<file path="config.mk">
export PLATFORM = sky130hd
export DESIGN_NAME = mpu_dispatch_sequencer
export DESIGN_NICKNAME = d
export VERILOG_FILES = /design/src/rtl/mpu_dispatch_sequencer.sv
export SDC_FILE = /design/constraint.sdc
export NUM_CORES = 1
export LEC_CHECK = 0
export ABC_AREA = 1
export ABC_CLOCK_PERIOD_IN_PS = 8100
export CAP_MARGIN = 20
export CORE_UTILIZATION = 50
export CTS_CLUSTER_DIAMETER = 100
export DETAILED_ROUTE_END_ITERATION = 10
export PLACE_DENSITY = 0.83
export REMOVE_ABC_BUFFERS = 1
export SYNTH_ARGS = -nofsm -noshare
export SYNTH_HDL_FRONTEND = slang
export SYNTH_SLANG_ARGS = --single-unit
</file>
<file path="constraint.sdc">
create_clock -name clk -period 8.1 [get_ports clk]
set_input_delay 1.215 -clock clk [delete_from_list [all_inputs] [get_ports clk]]
set_output_delay 1.215 -clock clk [all_outputs]
set_load 0.02 [all_outputs]
</file>
<file path="src/rtl/mpu_dispatch_sequencer.sv">
// Dispatch read sequencer for the MPU matrix multiply: walks (i, j, k), reads A[i][k]/B[k][j]
// from the register file and forwards tagged operand pairs to the execution unit through a 2-entry FIFO.
module mpu_dispatch_sequencer #(
    parameter int MATRIX_REGISTERS = 8,
    parameter int M = 4,
    parameter int N = 4,
    parameter int RAW = $clog2(MATRIX_REGISTERS),
    parameter int IW = $clog2((M > N) ? M : N),
    parameter int SW = $clog2(((M > N) ? M : N) + 1)
) (
    input  logic           clk,
    input  logic           rst,
    input  logic           start_in,
    input  logic           abort_in,
    input  logic [RAW-1:0] a_addr_in,
    input  logic [RAW-1:0] b_addr_in,
    input  logic [SW-1:0]  m_size_in,
    input  logic [SW-1:0]  k_size_in,
    input  logic [SW-1:0]  n_size_in,
    output logic           busy_out,
    output logic           done_out,
    output logic           err_out,
    output logic           reg_disp_req_out,
    input  logic           reg_disp_ready_in,
    output logic [RAW-1:0] reg_disp_addr_0_out,
    output logic [RAW-1:0] reg_disp_addr_1_out,
    output logic [IW-1:0]  reg_disp_0_i_out,
    output logic [IW-1:0]  reg_disp_0_j_out,
    output logic [IW-1:0]  reg_disp_1_i_out,
    output logic [IW-1:0]  reg_disp_1_j_out,
    input  logic [31:0]    reg_disp_element_0_in,
    input  logic [31:0]    reg_disp_element_1_in,
    output logic           exec_valid_out,
    input  logic           exec_ready_in,
    output logic [31:0]    exec_a_out,
    output logic [31:0]    exec_b_out,
    output logic [IW-1:0]  exec_i_out,
    output logic [IW-1:0]  exec_j_out,
    output logic           exec_last_out
);

    localparam int KMAX = (M < N) ? M : N;
    localparam logic [SW-1:0] ONE_SW = SW'(1);
    localparam logic [IW-1:0] ONE_IW = IW'(1);

    typedef enum logic [2:0] {
        S_IDLE  = 3'd0,
        S_CHECK = 3'd1,
        S_RUN   = 3'd2,
        S_DRAIN = 3'd3,
        S_DONE  = 3'd4
    } state_t;

    state_t         state_r, state_s;
    logic [RAW-1:0] a_addr_r, b_addr_r;
    logic [SW-1:0]  m_r, k_r, n_r;
    logic [IW-1:0]  i_r, j_r, k_cnt_r;
    logic           err_r, err_s;
    logic           busy_r, done_r, err_out_r;
    logic           pending_r;
    logic [IW-1:0]  tag_i_r, tag_j_r;
    logic           tag_last_r;
    logic [31:0]    a_mem_r [2];
    logic [31:0]    b_mem_r [2];
    logic [IW-1:0]  i_mem_r [2];
    logic [IW-1:0]  j_mem_r [2];
    logic           last_mem_r [2];
    logic           wr_ptr_r, rd_ptr_r;
    logic [1:0]     count_r;

    logic           pop_s, push_s, credit_ok_s, req_s, issue_s;
    logic           k_last_s, j_last_s, i_last_s, last_issue_s, sizes_ok_s;

    // Handshake, credit and index-wrap decode
    always_comb begin
        pop_s        = (count_r != 2'd0) & exec_ready_in;
        push_s       = pending_r;
        // Requests in flight plus buffered entries never exceed the FIFO depth.
        credit_ok_s  = (({1'b0, count_r} + {2'b00, pending_r}) - {2'b00, pop_s}) < 3'd2;
        req_s        = (state_r == S_RUN) & credit_ok_s;
        issue_s      = req_s & reg_disp_ready_in;
        k_last_s     = (SW'(k_cnt_r) == (k_r - ONE_SW));
        j_last_s     = (SW'(j_r) == (n_r - ONE_SW));
        i_last_s     = (SW'(i_r) == (m_r - ONE_SW));
        last_issue_s = issue_s & k_last_s & j_last_s & i_last_s;
        sizes_ok_s   = (m_r != {SW{1'b0}}) && (k_r != {SW{1'b0}}) && (n_r != {SW{1'b0}}) &&
                       (m_r <= SW'(M)) && (n_r <= SW'(N)) && (k_r <= SW'(KMAX));
    end

    // Next-state and error-flag logic
    always_comb begin
        state_s = state_r;
        err_s   = (state_r == S_CHECK) ? ~sizes_ok_s : err_r;
        if (abort_in) begin
            state_s = S_IDLE;
        end else begin
            case (state_r)
                S_IDLE: begin
                    if (start_in) state_s = S_CHECK;
                    else          state_s = S_IDLE;
                end
                S_CHECK: begin
                    if (sizes_ok_s) state_s = S_RUN;
                    else            state_s = S_DONE;
                end
                S_RUN: begin
                    if (last_issue_s) state_s = S_DRAIN;
                    else              state_s = S_RUN;
                end
                S_DRAIN: begin
                    if (!pending_r && ((count_r - {1'b0, pop_s}) == 2'd0)) state_s = S_DONE;
                    else                                                   state_s = S_DRAIN;
                end
                S_DONE:  state_s = S_IDLE;
                default: state_s = S_IDLE;
            endcase
        end
    end

    // State register and registered status outputs
    always_ff @(posedge clk) begin
        if (rst) begin
            state_r   <= S_IDLE;
            err_r     <= 1'b0;
            busy_r    <= 1'b0;
            done_r    <= 1'b0;
            err_out_r <= 1'b0;
        end else begin
            state_r   <= state_s;
            err_r     <= err_s;
            busy_r    <= (state_s != S_IDLE);
            done_r    <= (state_s == S_DONE);
            err_out_r <= (state_s == S_DONE) & err_s;
        end
    end

    // Command latch: operands are frozen for the whole command
    always_ff @(posedge clk) begin
        if (rst) begin
            a_addr_r <= {RAW{1'b0}};
            b_addr_r <= {RAW{1'b0}};
            m_r      <= {SW{1'b0}};
            k_r      <= {SW{1'b0}};
            n_r      <= {SW{1'b0}};
        end else if ((state_r == S_IDLE) && start_in && !abort_in) begin
            a_addr_r <= a_addr_in;
            b_addr_r <= b_addr_in;
            m_r      <= m_size_in;
            k_r      <= k_size_in;
            n_r      <= n_size_in;
        end else begin
            a_addr_r <= a_addr_r;
            b_addr_r <= b_addr_r;
            m_r      <= m_r;
            k_r      <= k_r;
            n_r      <= n_r;
        end
    end

    // Index counters (k innermost) and the in-flight tag side register
    always_ff @(posedge clk) begin
        if (rst || abort_in) begin
            i_r        <= {IW{1'b0}};
            j_r        <= {IW{1'b0}};
            k_cnt_r    <= {IW{1'b0}};
            pending_r  <= 1'b0;
            tag_i_r    <= {IW{1'b0}};
            tag_j_r    <= {IW{1'b0}};
            tag_last_r <= 1'b0;
        end else begin
            pending_r <= issue_s;
            if (issue_s) begin
                tag_i_r    <= i_r;
                tag_j_r    <= j_r;
                tag_last_r <= k_last_s;
                if (last_issue_s) begin
                    i_r     <= {IW{1'b0}};
                    j_r     <= {IW{1'b0}};
                    k_cnt_r <= {IW{1'b0}};
                end else if (k_last_s) begin
                    k_cnt_r <= {IW{1'b0}};
                    if (j_last_s) begin
                        j_r <= {IW{1'b0}};
                        i_r <= i_r + ONE_IW;
                    end else begin
                        j_r <= j_r + ONE_IW;
                    end
                end else begin
                    k_cnt_r <= k_cnt_r + ONE_IW;
                end
            end else begin
                tag_i_r    <= tag_i_r;
                tag_j_r    <= tag_j_r;
                tag_last_r <= tag_last_r;
            end
        end
    end

    // Two-entry operand FIFO; data is written the cycle after its request
    always_ff @(posedge clk) begin
        if (rst || abort_in) begin
            for (int e = 0; e < 2; e++) begin
                a_mem_r[e]    <= 32'd0;
                b_mem_r[e]    <= 32'd0;
                i_mem_r[e]    <= {IW{1'b0}};
                j_mem_r[e]    <= {IW{1'b0}};
                last_mem_r[e] <= 1'b0;
            end
            wr_ptr_r <= 1'b0;
            rd_ptr_r <= 1'b0;
            count_r  <= 2'd0;
        end else begin
            if (push_s) begin
                a_mem_r[wr_ptr_r]    <= reg_disp_element_0_in;
                b_mem_r[wr_ptr_r]    <= reg_disp_element_1_in;
                i_mem_r[wr_ptr_r]    <= tag_i_r;
                j_mem_r[wr_ptr_r]    <= tag_j_r;
                last_mem_r[wr_ptr_r] <= tag_last_r;
                wr_ptr_r             <= ~wr_ptr_r;
            end else begin
                wr_ptr_r <= wr_ptr_r;
            end
            if (pop_s) rd_ptr_r <= ~rd_ptr_r;
            else       rd_ptr_r <= rd_ptr_r;
            count_r <= (count_r + {1'b0, push_s}) - {1'b0, pop_s};
        end
    end

    assign busy_out            = busy_r;
    assign done_out            = done_r;
    assign err_out             = err_out_r;
    assign reg_disp_req_out    = req_s;
    assign reg_disp_addr_0_out = a_addr_r;
    assign reg_disp_addr_1_out = b_addr_r;
    assign reg_disp_0_i_out    = i_r;
    assign reg_disp_0_j_out    = k_cnt_r;
    assign reg_disp_1_i_out    = k_cnt_r;
    assign reg_disp_1_j_out    = j_r;
    assign exec_valid_out      = (count_r != 2'd0);
    assign exec_a_out          = a_mem_r[rd_ptr_r];
    assign exec_b_out          = b_mem_r[rd_ptr_r];
    assign exec_i_out          = i_mem_r[rd_ptr_r];
    assign exec_j_out          = j_mem_r[rd_ptr_r];
    assign exec_last_out       = last_mem_r[rd_ptr_r];

endmodule

</file>
==> out/metrics.cfg, run 1 <==
[outcome]
status=finished clean

[run]
maxCapViolations=0

[floorplanning]
initial_core_util_pct=52.0
ios=173
rows=44
die-area_sq_mm=0.0158
die_x_microns=126
coreArea_sq_mm=0.0148
dieHeight_microns=126

[clock_tree]
path_clk_slew_ns=0.06
cts_tree=built
cts.sinks=177
clkLatencyLatePin_ns=0.43
htreeDepth=4
numCtsBuffers=17
ctsLongestPathBuffers=2
post_cts.repair.setup_buffers=0
cts_hold_buf=0
ctsResizeCount=0
root_buffer=clkbuf_16

[final_layout]
finalInstanceArea_sq_mm=0.0101
final_cell_mix=172 x clkdlybuf4s50_1, 163 x nor2_1, 138 x edfxtp_1
seq_area_sq_mm=0.00493
num-nets-final=954
final_cell_count_no_fill=1053
n_antenna_cell=0
drive_gt1_share_pct=13.0
mostFrequentLayoutCell=clkdlybuf4s50_1
multi_input_comb_area_sq_mm=0.00220
final_util_pct=68.8
area_growth_pct=32.2
nFillCells=1088

[critical_path]
slowest_stage=clkdlybuf4s50_1
required_ns=6.88
cp.depth=11
worstPathCellList=clkdlybuf4s50_1 -> nand2_1 -> inv_1 -> ha_1 -> inv_1 -> ha_1 -> inv_1 -> fa_1 -> nand3_1 -> nor2_1 -> clkdlybuf4s50_1
crit_path_frequent_cell=inv_1
crit_family=buffers and inverters
crit_buf_inv=5
critPathLaunchType=input port
path_max_fanout=4
max_stage_delay_ns=0.61
critPathKind=in2out
reg2reg_slack_ns=5.42
r2r_cells=14
critPathCaptureType=output pin
arrival_ns=3.73

[sta]
hold_viol=0
finalCritPeriodShare_pct=61.0
slew_viol_final=0
whs_ns=0.443
finalWorstSetupSlack_ns=3.16
rsz0062_at_grt=false
clock_skew_ns=0.00956
slew_headroom_pct=28.9
worst_slew_pin_slew_ns=1.06
tns_ns=0
max_freq_ghz=0.202
period_needed_ns=4.94
setup_viol=0

[logic_synthesis]
synth.avg_cell_area_sq_um=11.1
ys_warn_count=0
synth.distinct_cells=27
synth-seq-cells=177
syn_area_sq_mm=0.00767
post_synth_inst_count=693
yosysSeqAreaShare_pct=64.2

[power_and_ir_drop]
powerDensity_mw_per_mm2=202
ir_drop_mv=0.160
cellLeakagePower_nw=4.31
p_total_mw=2.05

[grt]
grt_max_degree=71
grt-ovfl-total=0
grt.total_usage_pct=20.4
antenna_found_initial=1
grt_pass1_wl_microns=24800
grt_pass1_vias=5175

[min_path]
hold_path_depth=2
hold_class=reg2reg

[placed_design]
place_inst=1022
port_buffers=172
dpl.hpwl_microns=9830
postPlaceCellArea_sq_mm=0.00953
gp_congestion=0.767
pre_cts_slack_ns=3.16

[routing]
drc_errors=0
via_per_inst=4.94
finalWirelength_microns=15600
wl_per_cell_microns=14.8
firstDrtPassIters=5
drt_iter0_drc=348
num_vias=5205
ant_nets=0

-- registers in the layout (all words and copies together), names as in the netlist, 3 cells and up, named ones only --
register             flops
i_mem_r                  4
reg_disp_addr_0_out      3
j_mem_r                  4
reg_disp_addr_1_out      3
k_r                      3
b_mem_r                 64
n_r                      3
state_r                  3
a_mem_r                 64
m_r                      3
-- synth_stat cells (all sizes together) --
| library cell | n | area share [%] |
|---|---|---|
| mux2 | 69 | 10 |
| buf | 12 | 0.93 |
| o21ai | 26 | 1.7 |
| fa | 1 | 0.26 |
| nand3 | 17 | 1.2 |
| edfxtp | 138 | 54 |
| dfxtp | 39 | 10 |
| nor2 | 166 | 8.3 |
| a21oi | 25 | 1.6 |
| a211oi | 1 | 0.098 |
| nor3 | 3 | 0.34 |
| clkbuf | 18 | 0.88 |
| ha | 11 | 1.8 |
| a31oi | 1 | 0.082 |
| or2 | 1 | 0.082 |
| inv | 116 | 5.7 |
| xnor2 | 1 | 0.11 |
| and3 | 2 | 0.16 |
| nand2 | 44 | 2.3 |
| xor2 | 2 | 0.23 |
-- cell type report --
cell class | count | share of cell area, %
tap | 184 | 2.27
sequential | 177 | 48.6
multi-input combinational | 370 | 21.6
clock buffer | 17 | 4.19
timing repair buffer | 175 | 17.2
inverter | 116 | 4.29
clock inverter | 14 | 1.86
-- power breakdown --
part	leakage, nW	internal (mW)	switching (mW)
logic	2.16	0.0881	0.0862
registers	1.86	1.01	0.00971
clock network	0.298	0.514	0.341
-- cells by family (layout without fill, tap and decap cells) --
family	after synthesis	after routing	synth area share, %
and+or+nand+nor	233	233	12.3
DFF	177	177	64.2
buffers and inverters	146	322	7.49
muxes	69	69	10.1
AOI/OAI and AO/OA	53	53	3.51
adders and majority gates	12	12	2.05
xor gates and xnor gates	3	3	0.343
-- tightest hold or removal path: stages, from the launching register on --
cell and delay, ns:
dfxtp_1 0.31, inv_1 0.05, a21oi_1 0.04
-- routing by layer --
| metal | vias up | global-route usage [%] | routed length (microns) |
|---|---|---|---|
| li1 | 2578 | - | - |
| met1 | 2439 | 24.5 | 6690 |
| met2 | 173 | 35.1 | 7650 |
| met3 | 15 | 5.95 | 1100 |
| met4 | 0 | 7.23 | 176 |
| met5 | - | 0 | 0 |
-- worst paths after layout --
check / startpoint / end
setup / recovery: exec_ready_in / reg_disp_req_out
hold / removal: reg_disp_addr_1_out[1] / reg_disp_addr_1_out[1]
setup reg to reg: count_r[1] / reg_disp_1_j_out[1]
hold reg to reg: reg_disp_addr_1_out[1] / reg_disp_addr_1_out[1]
Power figures use the tool's default switching activity.
==> run 2, diff against run 1 <==
ABC_CLOCK_PERIOD_IN_PS = 4410   (was 8100)
CORE_UTILIZATION = 46   (was 50)
PLACE_DENSITY = 0.81   (was 0.83)
clock period = 4.41 ns   (was 8.1 ns; I/O delays follow)
==> run 2 against run 1 <==
Critical path type unchanged. Via count grew 1.0%. Count of clock-buffer cells in the layout is the same. Utilization shrank 5.3 points. Cell count grew 3.2%. Largest power group unchanged. Clock power grew 74%.
==> out/metrics.cfg, run 2 (synthesis results as in run 1) <==
[outcome]
status=finished clean  ; unchanged

[sta]
rsz0062_at_grt=false  ; unchanged
tns_ns=0  ; unchanged
hold_viol=0  ; unchanged
whs_ns=0.448  ; was 0.443 ns
finalWorstSetupSlack_ns=0.555  ; was 3.16 ns
setup_viol=0  ; unchanged
clock_skew_ns=0.00718  ; was 0.00956 ns
slew_headroom_pct=32.3  ; was 28.9%
finalCritPeriodShare_pct=87.4
period_needed_ns=3.86
slew_viol_final=0  ; unchanged
worst_slew_pin_slew_ns=1.01  ; was 1.06 ns
max_freq_ghz=0.259

[critical_path]
crit_path_frequent_cell=inv_1  ; unchanged
path_max_fanout=4  ; unchanged
r2r_cells=15  ; was 14
worstPathCellList=clkdlybuf4s50_1 -> nand2_1 -> inv_1 -> ha_1 -> inv_1 -> ha_1 -> inv_1 -> fa_1 -> nand3_1 -> nor2_1 -> clkdlybuf4s50_1  ; unchanged
arrival_ns=3.19  ; was 3.73 ns
crit_buf_inv=5  ; unchanged
crit_family=buffers and inverters  ; unchanged
timing.rr.end=reg_disp_1_j_out[0]  ; was reg_disp_1_j_out[1]
critPathLaunchType=input port  ; unchanged
critPathKind=in2out  ; unchanged
reg2reg_from=count_r[1]  ; unchanged
slowest_stage=clkdlybuf4s50_1  ; unchanged
max_stage_delay_ns=0.63  ; was 0.61 ns
required_ns=3.75  ; was 6.88 ns
reg2reg_slack_ns=1.70  ; was 5.42 ns
critPathCaptureType=output pin  ; unchanged

[floorplanning]
dieHeight_microns=131  ; was 126 microns
ios=173  ; unchanged
initial_core_util_pct=47.8  ; was 52.0%
rows=46  ; was 44
coreArea_sq_mm=0.0161  ; was 0.0148 sq mm
die-area_sq_mm=0.0172  ; was 0.0158 sq mm
die_x_microns=131  ; was 126 microns

[grt]
grt_pass1_wl_microns=25300  ; was 24800 microns
grt.total_usage_pct=18.7  ; was 20.4%
grt_pass1_vias=5240  ; was 5175
antenna_found_initial=0  ; was 1
grt-ovfl-total=0  ; unchanged
grt_max_degree=71  ; unchanged

[power_and_ir_drop]
cellLeakagePower_nw=4.30  ; was 4.31 nW
ir_drop_mv=0.255  ; was 0.160 mV
powerDensity_mw_per_mm2=361  ; was 202 mW/mm^2
p_total_mw=3.68  ; was 2.05 mW

[final_layout]
area_growth_pct=32.8  ; was 32.2%
multi_input_comb_area_sq_mm=0.00220  ; unchanged
seq_area_sq_mm=0.00493  ; about the same
final_util_pct=63.4  ; was 68.8%
finalInstanceArea_sq_mm=0.0102  ; was 0.0101 sq mm
n_antenna_cell=0  ; unchanged
top_regs=a_mem_r x64, b_mem_r x64  ; unchanged
drive_gt1_share_pct=13.4  ; was 13.0%
final_cell_count_no_fill=1087  ; was 1053
nFillCells=1235  ; was 1088
mostFrequentLayoutCell=clkdlybuf4s50_1  ; unchanged
final_cell_mix=172 x clkdlybuf4s50_1, 163 x nor2_1, 138 x edfxtp_1  ; unchanged
num-nets-final=955  ; was 954

[routing]
drt_iter0_drc=364  ; was 348
drc_errors=0  ; unchanged
ant_nets=0  ; unchanged
finalWirelength_microns=15500  ; was 15600 microns
firstDrtPassIters=5  ; unchanged
via_per_inst=4.84  ; was 4.94
num_vias=5257  ; was 5205
wl_per_cell_microns=14.3  ; was 14.8 microns

[clock_tree]
cts_hold_buf=0  ; unchanged
htreeDepth=4  ; unchanged
ctsLongestPathBuffers=2  ; unchanged
numCtsBuffers=17  ; unchanged
cts_tree=built  ; unchanged
cts.sinks=177  ; unchanged
path_clk_slew_ns=0.07  ; was 0.06 ns
clkLatencyLatePin_ns=0.42  ; was 0.43 ns
root_buffer=clkbuf_16  ; unchanged
ctsResizeCount=0  ; unchanged
post_cts.repair.setup_buffers=0  ; unchanged

[placed_design]
gp_congestion=0.824  ; was 0.767
dpl.hpwl_microns=9590  ; was 9830 microns
place_inst=1055  ; was 1022
postPlaceCellArea_sq_mm=0.00959  ; was 0.00953 sq mm
pre_cts_slack_ns=0.575  ; was 3.16 ns
port_buffers=172  ; unchanged

[min_path]
hold_path_depth=1  ; was 2
worstHoldStart=rd_ptr_r  ; was reg_disp_addr_1_out[1]
hold_class=reg2reg  ; unchanged

[run]
maxCapViolations=0  ; unchanged

-- run 2: changes by cell type in the layout (fill, tap and decap cells not counted) --
cell	delta
buf_12	+1
bufinv_16	-3
clkinv_1	-2
clkinv_2	-2
clkinv_4	-1
clkinvlp_4	+2
dfxtp_2	-1
dfxtp_4	+1
inv_8	+7
-- run 2: where the power goes --
group | internal (mW) | total [mW] | switching (mW) | leakage [nW]
Combinational | 0.164 | 0.323 | 0.159 | 2.17
Sequential | 1.85 | 1.87 | 0.0170 | 1.86
Clock | 0.809 | 1.49 | 0.677 | 0.283
-- run 2: worst register-to-register path: stages (launching register included) --
cell     delay (ns)
dfxtp_1        0.42
inv_1          0.10
nand2_1        0.09
nand2_1        0.05
inv_1          0.10
ha_1           0.25
inv_1          0.06
ha_1           0.13
inv_1          0.05
fa_1           0.53
nand2_1        0.07
nor2_1         0.10
nand3_2        0.22
nor2_2         0.21
nor2_1         0.06
and3_1         0.16
-- run 2: how the worst max path moves through the flow --
stage	from	end	slack, ns	cells after the start
final	exec_ready_in	reg_disp_req_out	0.55	11
after floorplan	abort_in	a_mem_r[1][0]	-0.40	3
after global placement	exec_ready_in	reg_disp_req_out	0.58	11
after CTS	exec_ready_in	reg_disp_req_out	0.55	11
after detailed placement	exec_ready_in	reg_disp_req_out	0.58	11
after global routing	exec_ready_in	reg_disp_req_out	0.36	11
-- run 2: area by class of cell --
| type | instances | area share [%] |
|---|---|---|
| clock buffer | 17 | 4.18 |
| timing repair buffer | 176 | 17.3 |
| sequential | 177 | 48.4 |
| clock inverter | 15 | 1.63 |
| inverter | 116 | 4.27 |
| multi-input combinational | 370 | 21.6 |
| tap | 216 | 2.65 |
-- run 2: metal layers --
metal / track usage (%) / share of wire [%]
met1: 22.5 / 43
met2: 32.2 / 49
met3: 5.25 / 6.9
met5: 0 / 0
met4: 6.54 / 0.60
